### config.mk
export PLATFORM = sky130hd
export DESIGN_NAME = ps2_rx_fifo
export DESIGN_NICKNAME = d
export VERILOG_FILES = /design/src/rtl/ps2_pkg.sv /design/src/rtl/ps2_byte_fifo.sv /design/src/rtl/ps2_rx_fifo.sv
export SDC_FILE = /design/constraint.sdc
export NUM_CORES = 1
export LEC_CHECK = 0
export BUFFER_PORTS_ARGS = -buffer_cell sky130_fd_sc_hd__buf_2
export CELL_PAD_IN_SITES_DETAIL_PLACEMENT = 0
export CELL_PAD_IN_SITES_GLOBAL_PLACEMENT = 1
export CORE_ASPECT_RATIO = 1.75
export CORE_MARGIN = 3
export CORE_UTILIZATION = 46
export CTS_CLUSTER_SIZE = 30
export DETAILED_ROUTE_END_ITERATION = 8
export PLACE_DENSITY_LB_ADDON = 0.1
export SLEW_MARGIN = 20
export SYNTH_ARGS = -nofsm -noshare
export SYNTH_HDL_FRONTEND = slang
export SYNTH_HIERARCHICAL = 1
export SYNTH_SLANG_ARGS = --single-unit
export TNS_END_PERCENT = 1
### constraint.sdc
create_clock -name clk -period 3.5 [get_ports clk]
set_clock_uncertainty 0.2 [all_clocks]
set_input_delay 0.175 -clock clk [delete_from_list [all_inputs] [get_ports clk]]
set_output_delay 0.175 -clock clk [all_outputs]
set_load 0.02 [all_outputs]
### src/rtl/ps2_pkg.sv
// Shared types and constants for the PS/2 receive path and its downstream decoders.
package ps2_pkg;

  typedef enum logic [1:0] {
    ST_IDLE  = 2'd0,
    ST_SHIFT = 2'd1,
    ST_STOP  = 2'd2
  } ps2_state_t;

  typedef logic [7:0] ps2_byte_t;

  localparam int PS2_FRAME_BITS = 11;
  // Bits captured by the shift register: 8 data bits plus parity.
  localparam int PS2_SHIFT_BITS = PS2_FRAME_BITS - 2;

  localparam ps2_byte_t PS2_BREAK = 8'hF0;
  localparam ps2_byte_t PS2_EXT   = 8'hE0;

  // Odd parity over data+parity, and a high stop bit.
  function automatic logic ps2_frame_ok(input logic [8:0] data_par, input logic stop_bit);
    return (^data_par) & stop_bit;
  endfunction

endpackage

### src/rtl/ps2_byte_fifo.sv
// Synchronous show-ahead FIFO: the head entry is visible on rd_data whenever not empty.
module ps2_byte_fifo #(
  parameter int WIDTH = 8,
  parameter int AW    = 3
) (
  input  logic             clk,
  input  logic             clr,
  input  logic             wr_en,
  input  logic [WIDTH-1:0] wr_data,
  input  logic             rd_en,
  output logic [WIDTH-1:0] rd_data,
  output logic             empty,
  output logic             full
);

  localparam int DEPTH = 1 << AW;

  logic [WIDTH-1:0] r_mem [DEPTH];
  logic [AW:0]      r_wr_ptr;
  logic [AW:0]      r_rd_ptr;
  logic             w_do_wr;
  logic             w_do_rd;

  assign empty = (r_wr_ptr == r_rd_ptr);
  assign full  = (r_wr_ptr[AW] != r_rd_ptr[AW]) &&
                 (r_wr_ptr[AW-1:0] == r_rd_ptr[AW-1:0]);

  // A pop in the same cycle frees the slot a write into a full FIFO needs.
  assign w_do_rd = rd_en & ~empty;
  assign w_do_wr = wr_en & (~full | w_do_rd);

  always_ff @(posedge clk) begin
    if (clr) begin
      r_wr_ptr <= '0;
      r_rd_ptr <= '0;
    end else begin
      if (w_do_wr) r_wr_ptr <= r_wr_ptr + 1'b1;
      if (w_do_rd) r_rd_ptr <= r_rd_ptr + 1'b1;
    end
  end

  always_ff @(posedge clk) begin
    if (w_do_wr) r_mem[r_wr_ptr[AW-1:0]] <= wr_data;
  end

  // Asynchronous read keeps the head byte available without a pipeline bubble.
  assign rd_data = r_mem[r_rd_ptr[AW-1:0]];

endmodule

### src/rtl/ps2_rx_fifo.sv
// PS/2 device-to-host receiver: pin synchronisers, 11-bit deframer with timeout,
// error/overflow status and an 8-byte show-ahead output FIFO.
module ps2_rx_fifo
  import ps2_pkg::*;
#(
  parameter int FIFO_AW        = 3,
  parameter int TIMEOUT_CYCLES = 100000
) (
  input  logic       clk,
  input  logic       clr,
  input  logic       ps2_clk,
  input  logic       ps2_data,
  input  logic       rd_en,
  output logic [7:0] data,
  output logic       valid,
  output logic       overflow,
  output logic       frame_err,
  output logic [3:0] err_count
);

  localparam int TO_W = $clog2(TIMEOUT_CYCLES + 1);

  logic [2:0]      r_clk_sync;
  logic [1:0]      r_dat_sync;
  ps2_state_t      r_state;
  ps2_state_t      w_state_next;
  logic [3:0]      r_bitn;
  logic [3:0]      w_bitn_next;
  logic [8:0]      r_shift;
  logic [8:0]      w_shift_next;
  logic [TO_W-1:0] r_to_cnt;
  logic [TO_W-1:0] w_to_next;
  logic            r_frame_err;
  logic            w_err_next;
  logic [3:0]      r_err_count;
  logic            r_overflow;
  logic            w_fall;
  logic            w_data_s;
  logic            w_timeout;
  logic            w_fifo_wr;
  ps2_byte_t       w_fifo_din;
  ps2_byte_t       w_rd_data;
  logic            w_empty;
  logic            w_full;

  // Chains reset to the idle-high bus level so leaving reset never fakes an edge.
  always_ff @(posedge clk) begin
    if (clr) begin
      r_clk_sync <= '1;
      r_dat_sync <= '1;
    end else begin
      r_clk_sync <= {r_clk_sync[1:0], ps2_clk};
      r_dat_sync <= {r_dat_sync[0], ps2_data};
    end
  end

  assign w_fall    = r_clk_sync[2] & ~r_clk_sync[1];
  assign w_data_s  = r_dat_sync[1];
  assign w_timeout = (r_to_cnt == TO_W'(TIMEOUT_CYCLES - 1));

  always_ff @(posedge clk) begin
    if (clr) begin
      r_state  <= ST_IDLE;
      r_bitn   <= '0;
      r_shift  <= '0;
      r_to_cnt <= '0;
    end else begin
      r_state  <= w_state_next;
      r_bitn   <= w_bitn_next;
      r_shift  <= w_shift_next;
      r_to_cnt <= w_to_next;
    end
  end

  always_comb begin
    w_state_next = r_state;
    w_bitn_next  = r_bitn;
    w_shift_next = r_shift;
    w_to_next    = '0;
    w_fifo_wr    = 1'b0;
    w_err_next   = 1'b0;
    case (r_state)
      ST_IDLE: begin
        if (w_fall && !w_data_s) begin
          w_state_next = ST_SHIFT;
          w_bitn_next  = '0;
        end
      end
      ST_SHIFT: begin
        if (w_fall) begin
          w_shift_next = {w_data_s, r_shift[8:1]};
          w_bitn_next  = r_bitn + 4'd1;
          if (r_bitn == 4'(PS2_SHIFT_BITS - 1)) w_state_next = ST_STOP;
        end else if (w_timeout) begin
          w_state_next = ST_IDLE;
          w_err_next   = 1'b1;
        end else begin
          w_to_next = r_to_cnt + TO_W'(1);
        end
      end
      ST_STOP: begin
        if (w_fall) begin
          w_state_next = ST_IDLE;
          if (ps2_frame_ok(r_shift, w_data_s)) w_fifo_wr = 1'b1;
          else                                 w_err_next = 1'b1;
        end else if (w_timeout) begin
          w_state_next = ST_IDLE;
          w_err_next   = 1'b1;
        end else begin
          w_to_next = r_to_cnt + TO_W'(1);
        end
      end
      default: w_state_next = ST_IDLE;
    endcase
  end

  assign w_fifo_din = r_shift[7:0];

  always_ff @(posedge clk) begin
    if (clr) begin
      r_frame_err <= 1'b0;
      r_err_count <= '0;
      r_overflow  <= 1'b0;
    end else begin
      r_frame_err <= w_err_next;
      if (w_err_next && (r_err_count != 4'hF)) r_err_count <= r_err_count + 4'd1;
      // A full FIFO is non-empty, so rd_en here is always an honoured pop.
      if (w_fifo_wr && w_full && !rd_en) r_overflow <= 1'b1;
    end
  end

  ps2_byte_fifo #(
    .WIDTH(8),
    .AW   (FIFO_AW)
  ) u_fifo (
    .clk    (clk),
    .clr    (clr),
    .wr_en  (w_fifo_wr),
    .wr_data(w_fifo_din),
    .rd_en  (rd_en),
    .rd_data(w_rd_data),
    .empty  (w_empty),
    .full   (w_full)
  );

  assign valid     = ~w_empty;
  assign data      = w_empty ? 8'h00 : w_rd_data;
  assign overflow  = r_overflow;
  assign frame_err = r_frame_err;
  assign err_count = r_err_count;

endmodule

=== After elaboration in Yosys (flattened, before gate mapping) ===
Memories as Yosys holds them, arrays and structs flattened. A register that Yosys moved wholly into a read port is not among the register bits.
Index checks and enable logic that the tools add are counted.

* $add $sub $neg: 5
* Eq/ne operators: 11
* Muxes and demuxes: 22
* Bitwise logic cells: 9
* Reductions and logical operators: 15

{| class="wikitable"
|+ Operator list
! cell !! count
|-
| $add A17 B1 Y17 const B || 1
|-
| $eq A17 B17 Y1 const B || 1
|-
| $add A4 B1 Y4 const B || 4
|-
| $mux W2 || 5
|-
| $mux W1 || 9
|-
| $reduce_xor A9 Y1 || 1
|-
| $mux W4 || 2
|-
| $mux W8 || 1
|-
| $pmux W4 S2 || 1
|-
| $mux W3 || 2
|-
| $pmux W2 S3 || 1
|-
| $logic_and A1 B1 Y1 || 5
|-
| $and A1 B1 Y1 || 4
|-
| $eq A4 B4 Y1 || 1
|-
| $eq A4 B4 Y1 const B || 1
|-
| $ne A2 B2 Y1 const B || 2
|-
| $ne A4 B4 Y1 const B || 1
|-
| $not A1 Y1 || 4
|-
| $reduce_and A2 Y1 || 2
|-
| $reduce_or A4 Y1 || 1
|-
| $eq A3 B3 Y1 || 1
|-
| $ne A3 B3 Y1 const B || 1
|-
| $reduce_and A3 Y1 || 1
|-
| $eq A2 B1 Y1 const B || 1
|-
| other kinds (8) || 9
|}

* Bits in registers: 51
* Memory bits (writable): 64
* Input bits: 5
* Output and inout port bits: 15
* Word-level logic and storage cells: 74
* Memories: 1

{| class="wikitable"
|+ Memory list
! memory !! depth !! bits a word !! read ports !! clocked after Yosys merged registers in !! write ports !! RTL line !! source
|-
| u_fifo.r_mem || 8 || 8 || 1 || 1 || 1 || ps2_byte_fifo.sv:18 || <nowiki>logic [WIDTH-1:0] r_mem [DEPTH];</nowiki>
|}

=== Logic depth before layout (Yosys ltp) ===
Gate-level depths: netlist of the first run.

* Depth in word-level cells: 8
* Gate-level depth with buffers: 8
* Depth with buffers taken out: 7

=== Cells and area by module ===
The synthesis of the first run kept the hierarchy.

{| class="wikitable"
|+ By module, submodules not included
! module !! instances !! cells an instance !! area an instance (sq um) !! seq. area each (sq um)
|-
| ps2_byte_fifo || 1 || 164 || 3016.6 || 2142.1
|-
| ps2_rx_fifo || 1 || 230 || 2059.5 || 860.8
|}

=== Worst setup path before layout of the first run ===
No wires, ideal clock.

* Path type: register to register
* Start point: register r_shift[0]
* End point: memory u_fifo.r_mem[0][0], enable pin
* Setup time: 0.395 ns
* Arrival time: 2.777 ns
* Data required time: 2.905 ns
* Path slack: 0.128 ns
* Cell stages (with the launch flop): 7
* Path buffers: 0
* Period minus slack after synthesis: 3.372 ns
* Path through: dfxtp_1 -> xnor3_1 -> or3_1 -> mux2i_1 -> and2_1 -> o21ai_0 -> nor4_1

* Longest elaborated chain between the ends: 8

{| class="wikitable"
|+ Ends and longest elaborated chain
! what !! RTL line !! source
|-
| start, declared || ps2_rx_fifo.sv:29 || <nowiki>logic [8:0] r_shift;</nowiki>
|-
| start signal, assigned || ps2_rx_fifo.sv:70 || <nowiki>r_shift <= w_shift_next;</nowiki>
|-
| $reduce_xor A9 Y1 || ps2_pkg.sv:21 || <nowiki>return (^data_par) & stop_bit;</nowiki>
|-
| $and A1 B1 Y1 || ps2_pkg.sv:21 ||
|-
| $mux W1 || ps2_rx_fifo.sv:104 || <nowiki>if (ps2_frame_ok(r_shift, w_data_s)) w_fifo_wr = 1'b1;</nowiki>
|-
| $mux W1 || ps2_rx_fifo.sv:102 || <nowiki>if (w_fall) begin</nowiki>
|-
| $mux W1 || ps2_rx_fifo.sv:82 || <nowiki>case (r_state)</nowiki>
|-
| via w_fifo_wr || ps2_rx_fifo.sv:40 || <nowiki>logic w_fifo_wr;</nowiki>
|-
| $and A1 B1 Y1 || ps2_byte_fifo.sv:30 || <nowiki>assign w_do_wr = wr_en & (~full | w_do_rd);</nowiki>
|-
| $mux W1 || ps2_byte_fifo.sv:43 || <nowiki>if (w_do_wr) r_mem[r_wr_ptr[AW-1:0]] <= wr_data;</nowiki>
|-
| $mux W1 (implied by the code) || ps2_byte_fifo.sv:43 ||
|-
| end, declared || ps2_byte_fifo.sv:18 ||
|}

The timed path passes the listed nets, and every way through them passes these cells.

=== Worst setup path after layout of the first run ===
* Start point: register r_shift[0]
* End point: memory u_fifo.r_mem[0][1], enable pin

The elaborated chain is that of the path after synthesis.

==> results of run 1 <==
## per-stage QoR
| stage | util | setup slack, ns |
|---|---|---|
| 2_1_floorplan | - | 0.128 |
| 3_3_place_gp | 0.500 | 0.733 |
| 3_5_place_dp | 0.500 | 0.626 |
| 4_1_cts | 0.559 | 0.626 |
| 5_1_grt | 0.559 | 0.435 |
| 6_report | 0.559 | 0.622 |
## cells in the mapped netlist (3+ instances only)
cell type,instances,area share
mux4_2,16,0.071
dfxtp_1,54,0.21
clkbuf_1,7,0.0052
a21oi_1,6,0.0059
or3_1,4,0.0049
and3_1,4,0.0049
inv_1,16,0.012
o21ai_0,8,0.0079
nor2_1,51,0.038
buf_2,3,0.0030
nand2b_1,6,0.0074
xor2_1,10,0.017
nor3_1,7,0.0069
mux2i_1,13,0.026
mux2_2,12,0.027
nand2_1,13,0.0096
or2_2,5,0.0062
xnor2_1,16,0.028
nor2b_1,12,0.015
ha_1,10,0.025
nand4_1,4,0.0049
nand3_1,16,0.016
edfxtp_1,64,0.38
nor4_1,4,0.0049
## worst min path at each step
stage                   from             to  cells past startpoint
floorplan            ps2_clk  r_clk_sync[0]                      1
global placement    ps2_data  r_dat_sync[0]                      2
detailed placement  ps2_data  r_dat_sync[0]                      2
CTS                      clr      r_bitn[0]                      2
global route             clr      r_bitn[1]                      2
finish                   clr      r_bitn[0]                      2
## cell type report
type                    instances  area, um^2  share of cell area
flip-flops and latches        118        3000               0.499
clock buffers                  18         429              0.0713
repair buffers                 38         245              0.0408
inverters                      17        63.8              0.0106
well taps                     130         163              0.0270
clock inverters                14         179              0.0297
multi-input cells             245        1930               0.321
## per-layer routing
metal	part of all wire	GRT usage	vias up
li1	-	-	1517
met1	0.36	0.161	1501
met2	0.60	0.324	38
met3	0.027	0.0449	14
met4	0.016	0.0618	0
met5	0	0	-
## critical path, stage by stage, from the launching register on
cell and delay (ns):
dfxtp_1 0.48, xnor3_1 0.47, or3_1 0.32, mux2i_1 0.17
and2_1 0.27, o21ai_0 0.22, nor4_1 0.23, buf_4 0.23
## power by group through the flow
stage / sequential [mW] / clock (mW) / combinational (mW)
floorplan: 1.48 / 0 / 0.0177
global placement: 1.48 / 0 / 0.0263
detailed placement: 1.48 / 0 / 0.0265
CTS: 1.45 / 1.78 / 0.0291
global route: 1.45 / 1.83 / 0.0322
finish: 1.45 / 1.73 / 0.0283
## registers in the layout (all words and copies together), names as in the netlist, 3 cells and up, named ones only
name and cells:
u_fifo/r_wr_ptr 4, r_to_cnt 17, u_fifo/r_mem 64, r_clk_sync 3, r_shift 9, u_fifo/r_rd_ptr 4
r_bitn 4, err_count 4
## cell families (layout without fill, tap and decap cells)
| family | Yosys count | in the layout | share of synthesized area |
|---|---|---|---|
| and+or+nand+nor | 136 | 136 | 0.136 |
| DFF | 118 | 118 | 0.592 |
| muxes | 41 | 41 | 0.123 |
| buffers and inverters | 31 | 87 | 0.0274 |
| AOI/OAI and AO/OA | 30 | 30 | 0.0431 |
| xor gates and xnor gates | 28 | 28 | 0.0537 |
| adders and majority gates | 10 | 10 | 0.0246 |
==> flow_summary.yaml, run 1 <==
outcome:
  run_status: "finished clean"
global_route:
  grt_max_degree: 39
  grt-ovfl-total: 0
  grt.total_usage: 0.167
  antenna_found_initial: 0
  grt_pass1_wl_um: 15500
  grt_pass1_vias: 3052
route:
  first_pass_iters: 5
  dr.first_iter.drc_count: 182
  antenna_left: 0
  viasPerCell: 5.29
  drt_wl_total_um: 9690
  routedWlPerCell_um: 16.7
  vias: 3070
  drc: 0
layout:
  area_growth_pct: 18.5
  finalNonFillerCells: 580
  n_fill_cell: 937
  nets: 452
  num_antenna_cells: 0
  drive_gt1_frac: 0.242
  final_common_cell: "edfxtp_1"
  most-common-layout-cells: "edfxtp_1, dfxtp_1, nor2_1, buf_2, clkbuf_16"
  fin_area_mm2: 0.00602
critical_path:
  end_kind: "register"
  path_class: "reg2reg"
  critPathMaxFanout: 10
  worst-r2r-setup-slack_ns: 0.62
  r2r-start: "r_shift[0]"
  r2r-end: "u_fifo/r_mem[0][1]"
  startpoint: "r_shift[0]"
  required_ns: 3.41
  start_kind: "register"
  crit_arrival_ns: 2.79
  crit_end: "u_fifo/r_mem[0][1]"
  worstRegToRegCells: 7
power:
  seqPwrFrac: 0.452
  pwr-share-clk: 0.539
  vdd_drop_max_mv: 0.370
  p_switching_mw: 0.626
  cellPowerDensity_mw_per_mm2: 534
  power_mw: 3.21
  p_leak_nw: 2.14
  switching_share: 0.195
  pwr-share-comb: 0.009
  p_int_mw: 2.58
cts:
  cts_htree_levels: 4
  clockBufferDepth: 2
  insertion_delay_ns: 0.40
  cts_tree: "yes"
  cts-root-buf: "clkbuf_16"
  cts_setup_buffers: 0
  post_cts_resize_count: 0
  cts_hold_buf: 3
  clk_pin_slew_ns: 0.05
  numCtsBuffers: 17
  clock-sinks: 118
sta:
  min_period_over_period: 0.822
  rsz0062_at_grt: "false"
  tightestPinTransition_ns: 0.764
  period_minus_slack_ns: 2.88
  finalHoldViolations: 0
  whs_ns: 0.0885
  maxSlewHeadroom: 0.490
  final_max_slew_viol_count: 0
  setup_tns_ns: 0
  finalSetupViolCount: 0
  fmax_mhz: 348
synth:
  async_reset_ff_frac: 0
  synth_edf_count: 64
  yosysUniqueCellTypes: 50
  syn_inst: 394
  syn_area_mm2: 0.00508
  synth.avg_cell_area_um2: 12.9
  yosys_warnings: 6
  synth_seq_cells: 118
  syn_nets: 409
  synth-seq-area-share: 0.592
  ys.flop_type: "edfxtp_1"
placement:
  io_buffers: 19
  routabilityCongestion: 0.736
  dpl_cell_area_mm2: 0.00538
  place_inst: 545
  dpl.hpwl_um: 7120
flow_run:
  cap_violations: 0
floorplanning:
  io_pins: 20
  dieArea_mm2: 0.0124
  die_x_um: 85.4
  die_h_um: 145
  core_area_mm2: 0.0108
  rows: 50
  start_util: 0.472
hold_path:
  hold_class: "in2reg"
Note: power is estimated with default switching activity, not from simulation.
==> run 2: changes to the inputs <==
==> constraint.sdc (replaced) <==
create_clock -name clk -period 2.56 [get_ports clk]
set_clock_uncertainty 0.2 [all_clocks]
set_input_delay 0.128 -clock clk [delete_from_list [all_inputs] [get_ports clk]]
set_output_delay 0.128 -clock clk [all_outputs]
set_load 0.02 [all_outputs]
==> run 2 against run 1 <==
  * Cell count rose by 2.4%
  * Sequential share of layout area is 1.8 points lower
  * Wire length grew 0.64%
  * Global-route usage up 0.64 points
  * Setup slack worse by 0.54 ns
  * First-iteration DRC count is 10% lower
  * Non-clock buffer count rose by 14
  * Cell area up 3.9%
  * Sequential cell count is the same
  * Critical path type unchanged
  * Critical endpoint is now err_count[3]
  * Largest cell class unchanged
==> flow_summary.yaml, run 2 (synthesized netlist as in run 1, its figures left out) <==
sta:
  whs_ns: 0.216
  fmax_mhz: 403
  period_minus_slack_ns: 2.48
  finalSetupViolCount: 0
  maxSlewHeadroom: 0.606
  finalHoldViolations: 0
  final_max_slew_viol_count: 0
  min_period_over_period: 0.968
  worst_slack_ns: 0.0816
  tightestPinTransition_ns: 0.591
  setup_tns_ns: 0
  rsz0062_at_grt: "true"
global_route:
  grt_pass1_vias: 3319
  grt-ovfl-total: 0
  grt_pass1_wl_um: 16400
  grt_max_degree: 38
  grt.total_usage: 0.174
  antenna_found_initial: 0
layout:
  n_fill_cell: 911
  num_antenna_cells: 0
  nets: 466
  utilization: 0.581
  drive_gt1_frac: 0.291
  regArea_mm2: 0.00301
  multi_input_area_mm2: 0.00203
  largest_reg_flops: 64
  final_common_cell: "edfxtp_1"
  area_growth_pct: 23.1
  most-common-layout-cells: "edfxtp_1, nor2_1, dfxtp_1, buf_4, buf_2"
critical_path:
  required_ns: 2.67
  crit_end: "err_count[3]"
  start_kind: "register"
  worstRegToRegCells: 6
  r2r-end: "err_count[3]"
  crit_arrival_ns: 2.59
  worst-r2r-setup-slack_ns: 0.08
  critPathMaxFanout: 7
  end_kind: "register"
  r2r-start: "r_shift[4]"
  startpoint: "r_shift[4]"
  path_class: "reg2reg"
placement:
  routabilityCongestion: 0.759
  dpl.hpwl_um: 6900
  io_buffers: 19
  dp_slack_ns: 0.0277
floorplanning:
  die_h_um: 145
  dieArea_mm2: 0.0124
  core_area_mm2: 0.0108
  io_pins: 20
  start_util: 0.472
  rows: 50
  die_x_um: 85.4
route:
  antenna_left: 0
  dr.first_iter.drc_count: 163
  routedWlPerCell_um: 16.4
  vias: 3119
  drt_wl_total_um: 9750
  first_pass_iters: 4
  viasPerCell: 5.25
  drc: 0
cts:
  cts_htree_levels: 4
  clockBufferDepth: 2
  numCtsBuffers: 17
  cts-root-buf: "clkbuf_16"
  cts_tree: "yes"
  clk_pin_slew_ns: 0.05
  clock-sinks: 118
  insertion_delay_ns: 0.40
power:
  cellPowerDensity_mw_per_mm2: 694
  vdd_drop_max_mv: 0.541
  power_mw: 4.34
  p_leak_nw: 2.20
outcome:
  run_status: "finished clean"
hold_path:
  hold_class: "reg2reg"
flow_run:
  cap_violations: 0
run 2: final cells by class:
cell class                      count  share of cell area
Clock buffer                       21              0.0737
Clock inverter                     11              0.0202
Multi-Input combinational cell    245               0.325
Sequential cell                   118               0.481
Timing Repair Buffer               52              0.0637
Inverter                           17              0.0102
Tap cell                          130              0.0260
run 2: timing repair:
action,4_1_cts,5_1_grt
setup endpoints to repair,1,26
hold endpoints to repair,8,0
pin swaps,0,1
hold buffers,4,0
resized for setup,1,7
buffers inserted,0,1
run 2: how the worst min path moves through the flow:
stage | slack [ns] | cells after the start | end | start
5_1_grt | 0.24 | 1 | r_clk_sync[1] | r_clk_sync[0]
2_1_floorplan | 0.03 | 1 | r_clk_sync[0] | ps2_clk
4_1_cts | 0.22 | 1 | r_dat_sync[1] | r_dat_sync[0]
3_3_place_gp | 0.11 | 2 | r_dat_sync[0] | ps2_data
3_5_place_dp | 0.11 | 2 | r_dat_sync[0] | ps2_data
6_report | 0.22 | 1 | r_dat_sync[1] | r_dat_sync[0]
run 2: critical path, cell delays in order (launching register included):
cell	delay, ns
dfxtp_1	0.34
xor2_1	0.16
xnor3_1	0.46
mux2i_4	0.21
buf_4	0.16
or4_4	0.54
a221oi_2	0.30
run 2: power by group:
group	switching, mW	internal, mW
combinational	0.0258	0.0175
clock	0.830	1.48
sequential	0.00291	1.98
total	0.859	3.48
run 2: layer usage:
layer / track usage / vias to the layer above / wire, um
met5: 0 / - / 0
met4: 0.0689 / 0 / 182
met3: 0.0426 / 15 / 225
met2: 0.326 / 44 / 5680
met1: 0.178 / 1521 / 3660
li1: - / 1539 / -
run 2: stage by stage:
step,cells,instance area (um^2)
5_1_grt,594,6250
2_1_floorplan,394,5150
3_5_place_dp,557,5580
3_3_place_gp,557,5580
4_1_cts,593,6210
6_report,594,6250
==> run 3: changes to the inputs <==
--- a/config.mk
+++ b/config.mk
@@ -17,6 +17,5 @@
 export SLEW_MARGIN = 20
 export SYNTH_ARGS = -nofsm -noshare
 export SYNTH_HDL_FRONTEND = slang
-export SYNTH_HIERARCHICAL = 1
 export SYNTH_SLANG_ARGS = --single-unit
 export TNS_END_PERCENT = 1
==> run 3 against run 2 <==
  * Hold slack better by 0.00094 ns
  * Synthesized area is 2.0% lower
  * Sequential cell count unchanged
  * Wire length shrank 1.9%
  * Sequential power barely moved
  * Clock power increased by 3%
  * Critical endpoint is now u_fifo.r_mem[4][5]
  * Global-route usage rose by 0.097 points
  * Cell count decreased by 4.4%
  * Via count decreased by 4.4%
  * Setup slack better by 0.054 ns
  * Largest cell class unchanged
  * First-iteration DRC count is 26% lower
  * Maximum frequency is 2.2% higher
==> flow_summary.yaml, run 3 <==
outcome:
  run_status: "finished clean"
placement:
  place_inst: 533
  io_buffers: 19
  dp_slack_ns: 0.132
  dpl.hpwl_um: 7030
  routabilityCongestion: 0.752
  dpl_cell_area_mm2: 0.00539
global_route:
  grt_pass1_wl_um: 16000
  grt_max_degree: 24
  grt-ovfl-total: 0
  grt.total_usage: 0.175
  antenna_found_initial: 0
  grt_pass1_vias: 3219
sta:
  min_period_over_period: 0.947
  maxSlewHeadroom: 0.602
  fmax_mhz: 412
  tightestPinTransition_ns: 0.592
  finalHoldViolations: 0
  setup_tns_ns: 0
  whs_ns: 0.217
  rsz0062_at_grt: "false"
  finalSetupViolCount: 0
  period_minus_slack_ns: 2.42
  final_max_slew_viol_count: 0
  worst_slack_ns: 0.136
floorplanning:
  die_h_um: 144
  die_x_um: 84.6
  start_util: 0.477
  io_pins: 20
  core_area_mm2: 0.0104
  dieArea_mm2: 0.0121
  rows: 49
layout:
  n_fill_cell: 905
  nets: 444
  largest_reg_flops: 64
  finalNonFillerCells: 568
  area_growth_pct: 21.3
  utilization: 0.579
  num_antenna_cells: 0
  drive_gt1_frac: 0.245
  final_common_cell: "edfxtp_1"
  most-common-layout-cells: "edfxtp_1, dfxtp_1, nor2_1, buf_4"
  fin_area_mm2: 0.00603
power:
  power_mw: 4.44
  vdd_drop_max_mv: 0.456
  p_leak_nw: 2.25
  cellPowerDensity_mw_per_mm2: 736
critical_path:
  end_kind: "register"
  start_kind: "register"
  worstRegToRegCells: 6
  critPathMaxStageDelay_ns: 0.41
  crit_arrival_ns: 2.33
  critPathMaxFanout: 9
  path_class: "reg2reg"
  worstPathCellList: "xnor3_1, and4bb_1, mux2_4, nand2_1, nor4b_2, buf_4"
  cpMaxStageDelayCell: "xnor3_1"
  required_ns: 2.47
synth:
  synth_commonest_cells: "edfxtp_1, dfxtp_1, nor2_1, mux2i_1"
  syn_nets: 391
  synth_edf_count: 64
  async_reset_ff_frac: 0
  synth_mux_area_frac: 0.125
  synth-seq-area-share: 0.604
  yosys_warnings: 0
  ys.flop_type: "edfxtp_1"
  synth_top_family_by_area: "simple AND/OR/NAND/NOR gates"
  synth_top_area_share: 0.386
  synth_compound_area_frac: 0.0269
  synth_seq_cells: 118
  synth_fa_ha_area_frac: 0.0252
  synth.area.top_cells: "edfxtp_1, dfxtp_1, mux4_2"
  synth-simple-area-share: 0.143
  syn_inst: 376
  syn_area_mm2: 0.00497
  yosysMostFrequentCell: "edfxtp_1"
  synth-xor-area-share: 0.0566
  synth.avg_cell_area_um2: 13.2
  yosysUniqueCellTypes: 46
  synth_top_area_cell: "edfxtp_1"
cts:
  numCtsBuffers: 17
  insertion_delay_ns: 0.41
  cts_tree: "yes"
  cts-root-buf: "clkbuf_16"
  cts_setup_buffers: 0
  clockBufferDepth: 2
  cts_htree_levels: 4
  clk_pin_slew_ns: 0.05
  post_cts_resize_count: 0
  cts_hold_buf: 4
  clock-sinks: 118
hold_path:
  hold_class: "reg2reg"
  holdPathStages: 1
route:
  dr.first_iter.drc_count: 121
  drt_wl_total_um: 9570
  first_pass_iters: 4
  antenna_left: 0
  vias: 2982
  viasPerCell: 5.25
  drc: 0
  routedWlPerCell_um: 16.8
flow_run:
  cap_violations: 0
-- run 3: cell count changes after synthesis, moves of 6 or more --
cell	delta
clkbuf_1	+6
mux2i_1	+6
mux2_2	-12
inv_1	-7
-- run 3: per-layer routing --
layer	track usage	up-vias	share of wire
li1	-	1479	-
met1	0.164	1445	0.35
met3	0.0396	14	0.022
met4	0.0701	0	0.019
met5	0	-	0
met2	0.352	44	0.61
-- run 3: critical path: cells and delay by family, from the launching register on --
family        cells  cell delay, ns
flops             1            0.35
buf+inv           1            0.21
xor+xnor          1            0.41
simple gates      3            0.72
mux               1            0.24
-- run 3: logic make-up after synthesis --
| group | after synthesis |
|---|---|
| AOI/OAI and AO/OA | 19 |
| muxes | 41 |
| and+or+nand+nor | 133 |
| DFF | 118 |
| buffers and inverters | 26 |
| xor gates and xnor gates | 29 |
| adders and majority gates | 10 |
-- run 3: final cells by class --
type	count	area, um^2	area share
flip-flops and latches	118	3000	0.498
multi-input cells	232	1890	0.313
clock buffers	17	425	0.0705
repair buffers	51	345	0.0572
clock inverters	14	176	0.0292
well taps	127	159	0.0263
inverters	9	33.8	0.00560
-- run 3: report_power, final --
| group | total, mW | switching [mW] | internal, mW |
|---|---|---|---|
| Combinational | 0.0772 | 0.0454 | 0.0318 |
| Sequential | 1.99 | 0.00628 | 1.98 |
| Clock | 2.37 | 0.839 | 1.53 |
-- run 3: final timing paths --
check	slack, ns	to	start
max	0.14	u_fifo.r_mem[4][5]	r_shift[8]
min	0.22	r_clk_sync[1]	r_clk_sync[0]
max reg2reg	0.14	u_fifo.r_mem[4][5]	r_shift[8]
min reg2reg	0.22	r_clk_sync[1]	r_clk_sync[0]
